## src/rtl/food_placer_if.sv

```systemverilog
// food_placer_if: random-generator and collision-checker signals seen by the food placer.
interface food_placer_if #(parameter int BIT = 10);
    logic           rnd_trigger;
    logic [BIT-1:0] rnd_x;
    logic [BIT-1:0] rnd_y;
    logic           chk_valid;
    logic [BIT-1:0] chk_x;
    logic [BIT-1:0] chk_y;
    logic           chk_ready;
    logic           chk_hit;
    modport master (output rnd_trigger, chk_valid, chk_x, chk_y, input rnd_x, rnd_y, chk_ready, chk_hit);
    modport slave  (input rnd_trigger, chk_valid, chk_x, chk_y, output rnd_x, rnd_y, chk_ready, chk_hit);
endinterface

```

## src/rtl/food_placer.sv

```systemverilog
// food_placer: picks a grid-aligned random food cell, retrying on snake collisions.
// FOOD_TIMEOUT_EN adds automatic relocation after TIMEOUT_TICKS idle frames.
module food_placer #(
    parameter int BIT           = 10,
    parameter int GRID_LOG2     = 3,
    parameter int MAX_TRIES     = 8,
    parameter int RESET_X       = 200,
    parameter int RESET_Y       = 240,
    parameter int TIMEOUT_TICKS = 600
) (
    input  logic            clk,
    input  logic            reset,
    input  logic            place_req,
    input  logic            frame_tick,
    food_placer_if.master   bus,
    output logic [BIT-1:0]  food_x,
    output logic [BIT-1:0]  food_y,
    output logic            busy,
    output logic            placed,
    output logic            place_fail
);
    typedef enum logic [2:0] {IDLE, TRIG, SETTLE, SAMPLE, CHECK} state_t;
    state_t     state;
    logic       pending;
    logic [7:0] tries;
    logic       req;
    logic       unused_ok;
    assign unused_ok = &{1'b0, bus.rnd_x[GRID_LOG2-1:0], bus.rnd_y[GRID_LOG2-1:0]};
`ifdef FOOD_TIMEOUT_EN
    logic [15:0] frame_cnt;
    logic        tmo;
    assign tmo = state == IDLE && frame_tick && frame_cnt == 16'(TIMEOUT_TICKS - 1);
    assign req = place_req | tmo;
    always_ff @(posedge clk) begin
        if (!reset || placed || place_fail || tmo)
            frame_cnt <= '0;
        else if (state == IDLE && frame_tick)
            frame_cnt <= frame_cnt + 16'd1;
    end
`else
    logic unused_tick;
    assign unused_tick = frame_tick;
    assign req = place_req;
`endif
    always_ff @(posedge clk) begin
        if (!reset) begin
            state           <= IDLE;
            food_x          <= BIT'(RESET_X);
            food_y          <= BIT'(RESET_Y);
            bus.rnd_trigger <= 1'b0;
            bus.chk_valid   <= 1'b0;
            bus.chk_x       <= '0;
            bus.chk_y       <= '0;
            busy            <= 1'b0;
            placed          <= 1'b0;
            place_fail      <= 1'b0;
            pending         <= 1'b0;
            tries           <= '0;
        end else begin
            placed     <= 1'b0;
            place_fail <= 1'b0;
            if (state != IDLE && place_req)
                pending <= 1'b1;
            case (state)
                IDLE: if (req || pending) begin
                    state           <= TRIG;
                    pending         <= 1'b0;
                    tries           <= '0;
                    bus.rnd_trigger <= 1'b1;
                    busy            <= 1'b1;
                end
                TRIG: begin
                    state           <= SETTLE;
                    bus.rnd_trigger <= 1'b0;
                end
                SETTLE: state <= SAMPLE;
                SAMPLE: begin
                    bus.chk_x     <= {bus.rnd_x[BIT-1:GRID_LOG2], {GRID_LOG2{1'b0}}};
                    bus.chk_y     <= {bus.rnd_y[BIT-1:GRID_LOG2], {GRID_LOG2{1'b0}}};
                    tries         <= tries + 8'(tries != 8'hff);
                    bus.chk_valid <= 1'b1;
                    state         <= CHECK;
                end
                CHECK: if (bus.chk_ready) begin
                    bus.chk_valid <= 1'b0;
                    if (!bus.chk_hit) begin
                        food_x <= bus.chk_x;
                        food_y <= bus.chk_y;
                        placed <= 1'b1;
                        busy   <= 1'b0;
                        state  <= IDLE;
                    end else if (tries < 8'(MAX_TRIES)) begin
                        state           <= TRIG;
                        bus.rnd_trigger <= 1'b1;
                    end else begin
                        place_fail <= 1'b1;
                        busy       <= 1'b0;
                        state      <= IDLE;
                    end
                end
                default: state <= IDLE;
            endcase
        end
    end
endmodule

```

## src/flat_wrapper.sv

```systemverilog
// flat-port wrapper written by rule: the top's interface ports become plain ports
module food_placer_flat 
#(
    parameter int BIT           = 10,
    parameter int GRID_LOG2     = 3,
    parameter int MAX_TRIES     = 8,
    parameter int RESET_X       = 200,
    parameter int RESET_Y       = 240,
    parameter int TIMEOUT_TICKS = 600
)
  (clk, reset, place_req, frame_tick, food_x, food_y, busy, placed, place_fail, bus_rnd_trigger, bus_chk_valid, bus_chk_x, bus_chk_y, bus_rnd_x, bus_rnd_y, bus_chk_ready, bus_chk_hit);
  food_placer_if #(.BIT(BIT)) bus_i ();
  input  logic clk;
  input  logic reset;
  input  logic place_req;
  input  logic frame_tick;
  output logic [BIT-1:0] food_x;
  output logic [BIT-1:0] food_y;
  output logic busy;
  output logic placed;
  output logic place_fail;
  output wire logic [$bits(bus_i.rnd_trigger)-1:0] bus_rnd_trigger;
  output wire logic [$bits(bus_i.chk_valid)-1:0] bus_chk_valid;
  output wire logic [$bits(bus_i.chk_x)-1:0] bus_chk_x;
  output wire logic [$bits(bus_i.chk_y)-1:0] bus_chk_y;
  input wire logic [$bits(bus_i.rnd_x)-1:0] bus_rnd_x;
  input wire logic [$bits(bus_i.rnd_y)-1:0] bus_rnd_y;
  input wire logic [$bits(bus_i.chk_ready)-1:0] bus_chk_ready;
  input wire logic [$bits(bus_i.chk_hit)-1:0] bus_chk_hit;
  assign bus_rnd_trigger = bus_i.rnd_trigger;
  assign bus_chk_valid = bus_i.chk_valid;
  assign bus_chk_x = bus_i.chk_x;
  assign bus_chk_y = bus_i.chk_y;
  assign bus_i.rnd_x = bus_rnd_x;
  assign bus_i.rnd_y = bus_rnd_y;
  assign bus_i.chk_ready = bus_chk_ready;
  assign bus_i.chk_hit = bus_chk_hit;
  food_placer #(.BIT(BIT), .GRID_LOG2(GRID_LOG2), .MAX_TRIES(MAX_TRIES), .RESET_X(RESET_X), .RESET_Y(RESET_Y), .TIMEOUT_TICKS(TIMEOUT_TICKS)) u_core (.clk(clk), .reset(reset), .place_req(place_req), .frame_tick(frame_tick), .bus(bus_i), .food_x(food_x), .food_y(food_y), .busy(busy), .placed(placed), .place_fail(place_fail));
endmodule
```

## config.mk

```make
export PLATFORM = sky130hd
export DESIGN_NAME = food_placer_flat
export DESIGN_NICKNAME = d
export VERILOG_FILES = /design/src/rtl/food_placer_if.sv /design/src/rtl/food_placer.sv /design/src/flat_wrapper.sv
export SDC_FILE = /design/constraint.sdc
export NUM_CORES = 1
export LEC_CHECK = 0
export ABC_AREA = 1
export CAP_MARGIN = 20
export CORE_ASPECT_RATIO = 1.5
export CORE_MARGIN = 5
export CORE_UTILIZATION = 42
export DETAILED_ROUTE_END_ITERATION = 8
export GPL_TIMING_DRIVEN = 0
export HOLD_SLACK_MARGIN = 0.06
export PLACE_DENSITY = 0.83
export SYNTH_ARGS = -nofsm -noshare
export SYNTH_HDL_FRONTEND = slang
export SYNTH_SLANG_ARGS = --single-unit
```

## constraint.sdc

```tcl
create_clock -name clk -period 2.91 [get_ports clk]
set_clock_uncertainty 0.2 [all_clocks]
set_input_delay 0.7275 -clock clk [delete_from_list [all_inputs] [get_ports clk]]
set_output_delay 0.7275 -clock clk [all_outputs]
set_load 0.01 [all_outputs]
```

# Yosys cells after proc, flatten, opt, wreduce, memory -nomap -nowiden
# Index checks and enable logic that the tools add are counted.
# classes
addsub,1
magnitude_cmp,1
n_eq_ne,10
muxes,23
bitwise_logic,1
reduce_logical,16
# op_table
cell,count
8-bit one-hot mux with 2 select lines,1
3-bit one-hot mux with 5 select lines,1
1-bit two-way mux,14
3-bit two-way mux,3
8-bit by 1-bit adder with 8-bit output,1
8-bit by 4-bit less-than comparator with 1-bit output (second input constant),1
8-bit two-way mux,1
8-bit != test (second input constant),1
4-bit AND reduction,2
3-bit by 2-bit == test with 1-bit output (second input constant),2
2-bit AND reduction,3
3-bit AND reduction,2
2-bit nonzero test,3
3-bit nonzero test,2
5-bit AND reduction,1
2-bit by 1-bit != test with 1-bit output (second input constant),2
2-bit != test (second input constant),2
1-bit one-hot mux with 2 select lines,2
3-bit by 1-bit == test with 1-bit output (second input constant),1
3-bit == test (second input constant),1
3-bit logical NOT,1
3-bit != test (second input constant),1
1-bit one-hot mux with 3 select lines,1
1-bit logical AND,1
other kinds (2),2
# totals
regBits,45
in_bits,26
out_inout_bits,45
wordCells,64

# Longest topological paths before layout
# Gate-level depths: netlist of the first run.
# logic_depth
depth_word,5
ltp_mapped,10
mapped_depth_nobuf,10

# Worst setup path before layout of the first run
# Ideal clock, no wire load.
# synth_path
path_kind,reg-to-reg
from,reg u_core.tries[4]
to,reg u_core.tries[6]
setup_ns,0.070
t_arrival_ns,1.501
t_required_ns,2.640
slack_ns,1.140
path_stages_with_launch,11
path_buffers,0
synth_period_minus_slack_ns,1.770
cell_sequence,dfxtp_1 inv_1 nor3_1 nand3_1 ha_1 ha_1 nand4_1 nor2_1 nand3_1 nand2_1 a21oi_1
# synth_via
elab_chain_len,3
# synth_lines
element,line,rtl
"start, declared",food_placer.sv:25,logic [7:0] tries;
"start signal, assigned",food_placer.sv:80,tries <= tries + 8'(tries != 8'hff);
8-bit != test,food_placer.sv:80,
8-bit by 1-bit adder with 8-bit output (*),food_placer.sv:80,
8-bit one-hot mux with 2 select lines (*),food_placer.sv:64,case (state)
# Mark *: on every way between the ends. The rest lies on a longest branch, timed or not.
# A chain may end at the register's enable or synchronous reset.

# Worst setup path in the final report of the first run
# layout_path
from,reg u_core.bus.chk_y[3]
to,out bus_chk_y[3]
# layout_lines
element,line,rtl
"start, declared",food_placer_if.sv:11,"modport master (output rnd_trigger, chk_valid, chk_x, chk_y, input rnd_x, rnd_y, chk_ready, chk_hit);"
"start signal, assigned",food_placer.sv:79,"bus.chk_y <= {bus.rnd_y[BIT-1:GRID_LOG2], {GRID_LOG2{1'b0}}};"
"end, declared",flat_wrapper.sv:25,output wire logic [$bits(bus_i.chk_y)-1:0] bus_chk_y;
# No word-level cell between the ends.

==> impl_metrics.json, run 1 <==
{
  "dr.pass1.iters": 4,
  "core_area_um2": 4280,
  "vdd.ir_drop.worst_uv": 461,
  "hold_depth": 2,
  "cts_tree": "done",
  "status": "completed",
  "wl_per_cell_um": 12.8,
  "fmax_mhz": 465,
  "syn_to_final_growth_pct": 36.5,
  "place_hpwl_um": 3640,
  "finalSetupViolCount": 0,
  "avgViaCountPerCell": 4.98,
  "critPathSlowestCell": "clkdlybuf4s50_1",
  "antenna_found_initial": 0,
  "clkSinkCount": 45,
  "final.min_clock_period_ns": 2.15,
  "hp-class": "flop to flop",
  "overflow": 0,
  "io_pins": 71,
  "drv_slew": 0,
  "crit_fanout": 3,
  "place_ws_ns": 0.620,
  "diodes": 0,
  "cts_buffers": 5,
  "mostFrequentLayoutCell": "nor2_1",
  "worst-r2r-cell-count": 10,
  "p_sw_mw": 0.352,
  "seq_power_share": 0.527,
  "rsz0062_at_grt": "no",
  "synth.distinct_cells": 24,
  "crit_type": "flop to output port",
  "start_kind": "flop",
  "gp_congestion": 0.896,
  "io_buffer_count": 50,
  "root_buffer": "clkbuf_8",
  "ctsResizeCount": 0,
  "internal_power_mw": 0.923,
  "drive_gt1_frac": 0.0957,
  "routed-via-count": 1841,
  "grt_pass1_wl_um": 8050,
  "tightest_slew_ns": 0.509,
  "combPwrFrac": 0.175,
  "cp.arrival_ns": 1.22,
  "n_fill_cell": 391,
  "die_h_um": 92.0,
  "layout_common_cells": "nor2_1, clkdlybuf4s50_1, dfxtp_1",
  "fin_setup_tns_ns": 0,
  "grtUsageTotal": 0.169,
  "end_kind": "output port",
  "synth_top_cell_area_share": 0.478,
  "nets": 351,
  "power.share.switching": 0.276,
  "crit_chain": "clkdlybuf4s50_1",
  "initial_core_util": 0.440,
  "rows": 29,
  "cts_buffer_depth": 2,
  "syn_inst": 255,
  "die_w_um": 64.7,
  "yosys.area.top_type": "dfxtp_1",
  "crit_buf_inv": 1,
  "yosys_warnings": 0,
  "clk-insertion-delay-late_ns": 0.30,
  "slew_headroom": 0.661,
  "drcViolationCount": 0,
  "synth-seq-area-share": 0.478,
  "yosys_register_bits": 45,
  "totalWireLength_um": 4740,
  "dieArea_um2": 5950,
  "ctsHoldBuffers": 0,
  "finalHoldViolCount": 0,
  "cp_top_family": "buffers and inverters",
  "netlist_area_um2": 1880,
  "fin_ws_ns": 0.760,
  "h-tree-depth": 2,
  "power.leakage_nw": 1.10,
  "slowest_delay_ns": 0.56,
  "clkPwrFrac": 0.298,
  "first_iter_violations": 46,
  "clk_pin_slew_ns": 0.08,
  "fin_crit_sh": 0.739,
  "grt_max_degree": 15,
  "required_ns": 1.98,
  "grt_pass1_vias": 1883,
  "p_per_area_nw_per_um2": 496,
  "critical_path_depth": 1,
  "synth_top_cells_by_area": "dfxtp_1, nor2_1, nand2_1",
  "postCtsSetupBuffers": 0,
  "syn_area_per_cell_um2": 7.38,
  "drv_cap": 0,
  "ant_nets": 0
}
## routing by layer
| layer | vias up | share of wire | global-route usage |
|---|---|---|---|
| met1 | 846 | 0.38 | 0.162 |
| li1 | 930 | - | - |
| met5 | - | 0 | 0 |
| met3 | 6 | 0.066 | 0.0526 |
| met2 | 59 | 0.54 | 0.320 |
| met4 | 0 | 0.015 | 0.0758 |
## power by group through the flow
stage / clock network (mW) / registers [mW] / logic, mW
after floorplan: 0 / 0.693 / 0.113
after global placement: 0 / 0.684 / 0.218
after detailed placement: 0 / 0.686 / 0.223
after CTS: 0.387 / 0.672 / 0.224
after global routing: 0.417 / 0.676 / 0.252
final: 0.380 / 0.671 / 0.224
## state kept, by name, summed over array words and instances, names as in the netlist
register	count
u_core.bus.chk_valid	1
u_core.bus.chk_y	7
u_core.food_x	7
u_core.tries	8
u_core.state	3
u_core.bus.rnd_trigger	1
u_core.placed	1
u_core.busy	1
u_core.food_y	7
u_core.place_fail	1
u_core.pending	1
u_core.bus.chk_x	7
## worst min-delay path, delay by kind of cell (launching register included)
family / cells / cell delay, ns
flops: 1 / 0.31
buf+inv: 1 / 0.04
compound gates: 1 / 0.05
## kinds of logic (layout without fill, tap and decap cells)
| family | Yosys count | count (layout) | share of synthesized area |
|---|---|---|---|
| buffers and inverters | 38 | 96 | 0.110 |
| other | 1 | 12 | 0.00199 |
| DFF | 45 | 45 | 0.478 |
| and+or+nand+nor | 129 | 129 | 0.289 |
| AOI/OAI and AO/OA | 40 | 40 | 0.108 |
| adders and majority gates | 2 | 2 | 0.0133 |
## worst paths after layout
path                                             start                      to  slack (ns)
worst max register to register         u_core.tries[4]         u_core.tries[6]        0.90
worst max-delay path               u_core.bus.chk_y[3]            bus_chk_y[3]        0.76
worst min register to register  u_core.bus.rnd_trigger  u_core.bus.rnd_trigger        0.25
worst min-delay path            u_core.bus.rnd_trigger  u_core.bus.rnd_trigger        0.25
## cell usage after synthesis (all sizes together)
master,instances
nor2,59
dfxtp,45
nand2,44
o21ai,28
nand3,18
buf,16
inv,16
a21oi,11
clkbuf,5
nor3,4
ha,2
nand4,2
a211oi,1
and3,1
clkinv,1
conb,1
nand3b,1
## cell type report
class                      instances  area [um^2]  share of cell area
sequential                        45          901               0.351
multi-input combinational        183          817               0.318
timing repair buffer              50          500               0.195
buffer                            21          143              0.0555
clock inverter                     2         15.0             0.00584
inverter                          17         63.8              0.0248
tap                               46         57.6              0.0224
clock buffer                       6         72.6              0.0282
## per-stage QoR
stage	cells	util	power [mW]	cell area (um^2)	hold WS (ns)
final	370	0.600	1.27	2570	0.251
after global placement	362	0.580	0.902	2480	0.238
after CTS	370	0.600	1.28	2570	0.253
after detailed placement	362	0.580	0.909	2480	0.241
after floorplan	266	-	0.806	1920	0.248
after global routing	370	0.600	1.34	2570	0.303
No activity file was read; power rests on OpenSTA's default activity.
==> run 2, diff against run 1 <==
==> constraint.sdc (replaced) <==
create_clock -name clk -period 2.1 [get_ports clk]
set_clock_uncertainty 0.2 [all_clocks]
set_input_delay 0.525 -clock clk [delete_from_list [all_inputs] [get_ports clk]]
set_output_delay 0.525 -clock clk [all_outputs]
set_load 0.01 [all_outputs]
==> run 2 against run 1 <==
  * First-iteration DRC count rose by 20%
  * Worst setup slack got worse by 0.61 ns
  * Design area grew 0.19%
  * Critical path type unchanged
  * Die area unchanged
  * Wire length is 0.70% lower
  * Core utilization is 0.12 points higher
  * Largest power group unchanged
  * Sequential share of layout area down 0.068 points
==> impl_metrics.json, run 2 (synthesis results as in run 1) <==
{
  "power.share.switching": 0.276,
  "grt_max_degree": 15,
  "die_h_um": 92.0,
  "internal_power_mw": 1.28,
  "grt_pass1_wl_um": 8050,
  "largest_reg_flops": 8,
  "clkSinkCount": 45,
  "r2r_start": "u_core.tries[4]",
  "hold_depth": 2,
  "antenna_found_initial": 0,
  "mostFrequentLayoutCell": "nor2_1",
  "fmax_mhz": 514,
  "drv_cap": 0,
  "slew_headroom": 0.664,
  "clk_pin_slew_ns": 0.08,
  "rows": 29,
  "critical_path_depth": 1,
  "slowest_delay_ns": 0.56,
  "cts_tree": "done",
  "cp_top_family": "buffers and inverters",
  "io_buffer_count": 50,
  "routed-wl-met2_um": 2560,
  "required_ns": 1.37,
  "holdWs_ns": 0.251,
  "wl_per_cell_um": 12.7,
  "ant_nets": 0,
  "io_pins": 71,
  "status": "completed",
  "final.min_clock_period_ns": 1.95,
  "drive_gt1_frac": 0.0988,
  "totalWireLength_um": 4710,
  "grt_pass1_vias": 1883,
  "root_buffer": "clkbuf_8",
  "postCtsSetupBuffers": 0,
  "finalSetupViolCount": 0,
  "top_layer": "met4",
  "crit_chain": "clkdlybuf4s50_1",
  "grtUsageTotal": 0.169,
  "min-delay-start": "u_core.bus.rnd_trigger",
  "p_per_area_nw_per_um2": 686,
  "power.leakage_nw": 1.10,
  "dr.pass1.iters": 4,
  "initial_core_util": 0.440,
  "clk-insertion-delay-late_ns": 0.30,
  "drcViolationCount": 0,
  "gp_congestion": 0.896,
  "critPathSlowestCell": "clkdlybuf4s50_1",
  "m1WireLength_um": 1750,
  "crit_buf_inv": 1,
  "end_kind": "output port",
  "overflow": 0,
  "fin_crit_sh": 0.927,
  "dr_wl_met3_um": 328,
  "hold_path_end": "u_core.bus.rnd_trigger",
  "regMostFlops": "u_core.tries",
  "combPwrFrac": 0.175,
  "avgViaCountPerCell": 4.97,
  "rsz0062_at_grt": "no",
  "finalHoldViolCount": 0,
  "crit_fanout": 3,
  "syn_to_final_growth_pct": 36.7,
  "nets": 351,
  "dieArea_um2": 5950,
  "layout_common_cells": "nor2_1, clkdlybuf4s50_1, dfxtp_1",
  "cts_buffer_depth": 2,
  "r2r_setup_slack_ns": 0.18,
  "place_hpwl_um": 3640,
  "worst-r2r-cell-count": 10,
  "seq_power_share": 0.527,
  "vdd.ir_drop.worst_uv": 639,
  "drv_slew": 0,
  "routed-via-count": 1838,
  "core_area_um2": 4280,
  "crit_type": "flop to output port",
  "reg2reg_to": "u_core.tries[6]",
  "start_kind": "flop",
  "cts_buffers": 5,
  "tightest_slew_ns": 0.504,
  "die_w_um": 64.7,
  "cp.arrival_ns": 1.22,
  "p_sw_mw": 0.487,
  "hp-class": "flop to flop",
  "first_iter_violations": 55,
  "fin_setup_tns_ns": 0,
  "diodes": 0,
  "h-tree-depth": 2,
  "clkPwrFrac": 0.298
}
==> run 2: worst register-to-register path, cell delays in order (launching register included) <==
cell     delay, ns
dfxtp_1       0.40
inv_1         0.10
nor3_2        0.24
nand3_1       0.10
ha_1          0.21
ha_1          0.20
nand4_1       0.12
nor2_1        0.07
nand3_1       0.06
nand2_1       0.05
a21oi_1       0.11
==> run 2: layer usage <==
| metal | GRT usage | up-vias |
|---|---|---|
| met1 | 0.162 | 845 |
| met3 | 0.0526 | 6 |
| met2 | 0.320 | 61 |
| met4 | 0.0758 | 0 |
| li1 | - | 926 |
| met5 | 0 | - |
==> run 2: what timing repair did <==
item	in CTS	in global routing
setup endpoints to repair	0	4
endpoints found under the hold margin	0	0
resized for setup	0	1
hold buffers	0	0
==> run 2: through the flow <==
stage / power (mW) / setup WS, ns / instance area (um^2) / std cells / util
floorplan: 1.12 / 0.330 / 1920 / 266 / -
global placement: 1.25 / 0.0688 / 2480 / 362 / 0.580
detailed placement: 1.26 / 0.0129 / 2480 / 362 / 0.580
CTS: 1.78 / 0.0798 / 2570 / 370 / 0.600
global route: 1.86 / 0.0396 / 2570 / 370 / 0.601
finish: 1.77 / 0.154 / 2570 / 370 / 0.601
==> run 2: how the worst max path moves through the flow <==
stage                             start               end
floorplan               u_core.tries[4]   u_core.tries[6]
CTS                     u_core.tries[4]   u_core.tries[6]
global route            u_core.tries[4]   u_core.tries[6]
finish              u_core.bus.chk_y[5]      bus_chk_y[5]
detailed placement          bus_chk_hit  u_core.food_x[5]
global placement            bus_chk_hit  u_core.food_x[5]
==> run 2: cell type report <==
cell class                      count  area (um^2)
Tap cell                           46         57.6
Sequential cell                    45          901
Buffer                             21          143
Timing Repair Buffer               50          500
Inverter                           17         63.8
Multi-Input combinational cell    183          822
Clock inverter                      2         15.0
Fill cell                         390         1710
Clock buffer                        6         72.6
==> run 2: power by group through the flow <==
stage	clock, mW	sequential (mW)	combinational (mW)
floorplan	0	0.961	0.156
global placement	0	0.948	0.302
detailed placement	0	0.950	0.309
CTS	0.536	0.931	0.311
global route	0.578	0.937	0.349
finish	0.526	0.930	0.310
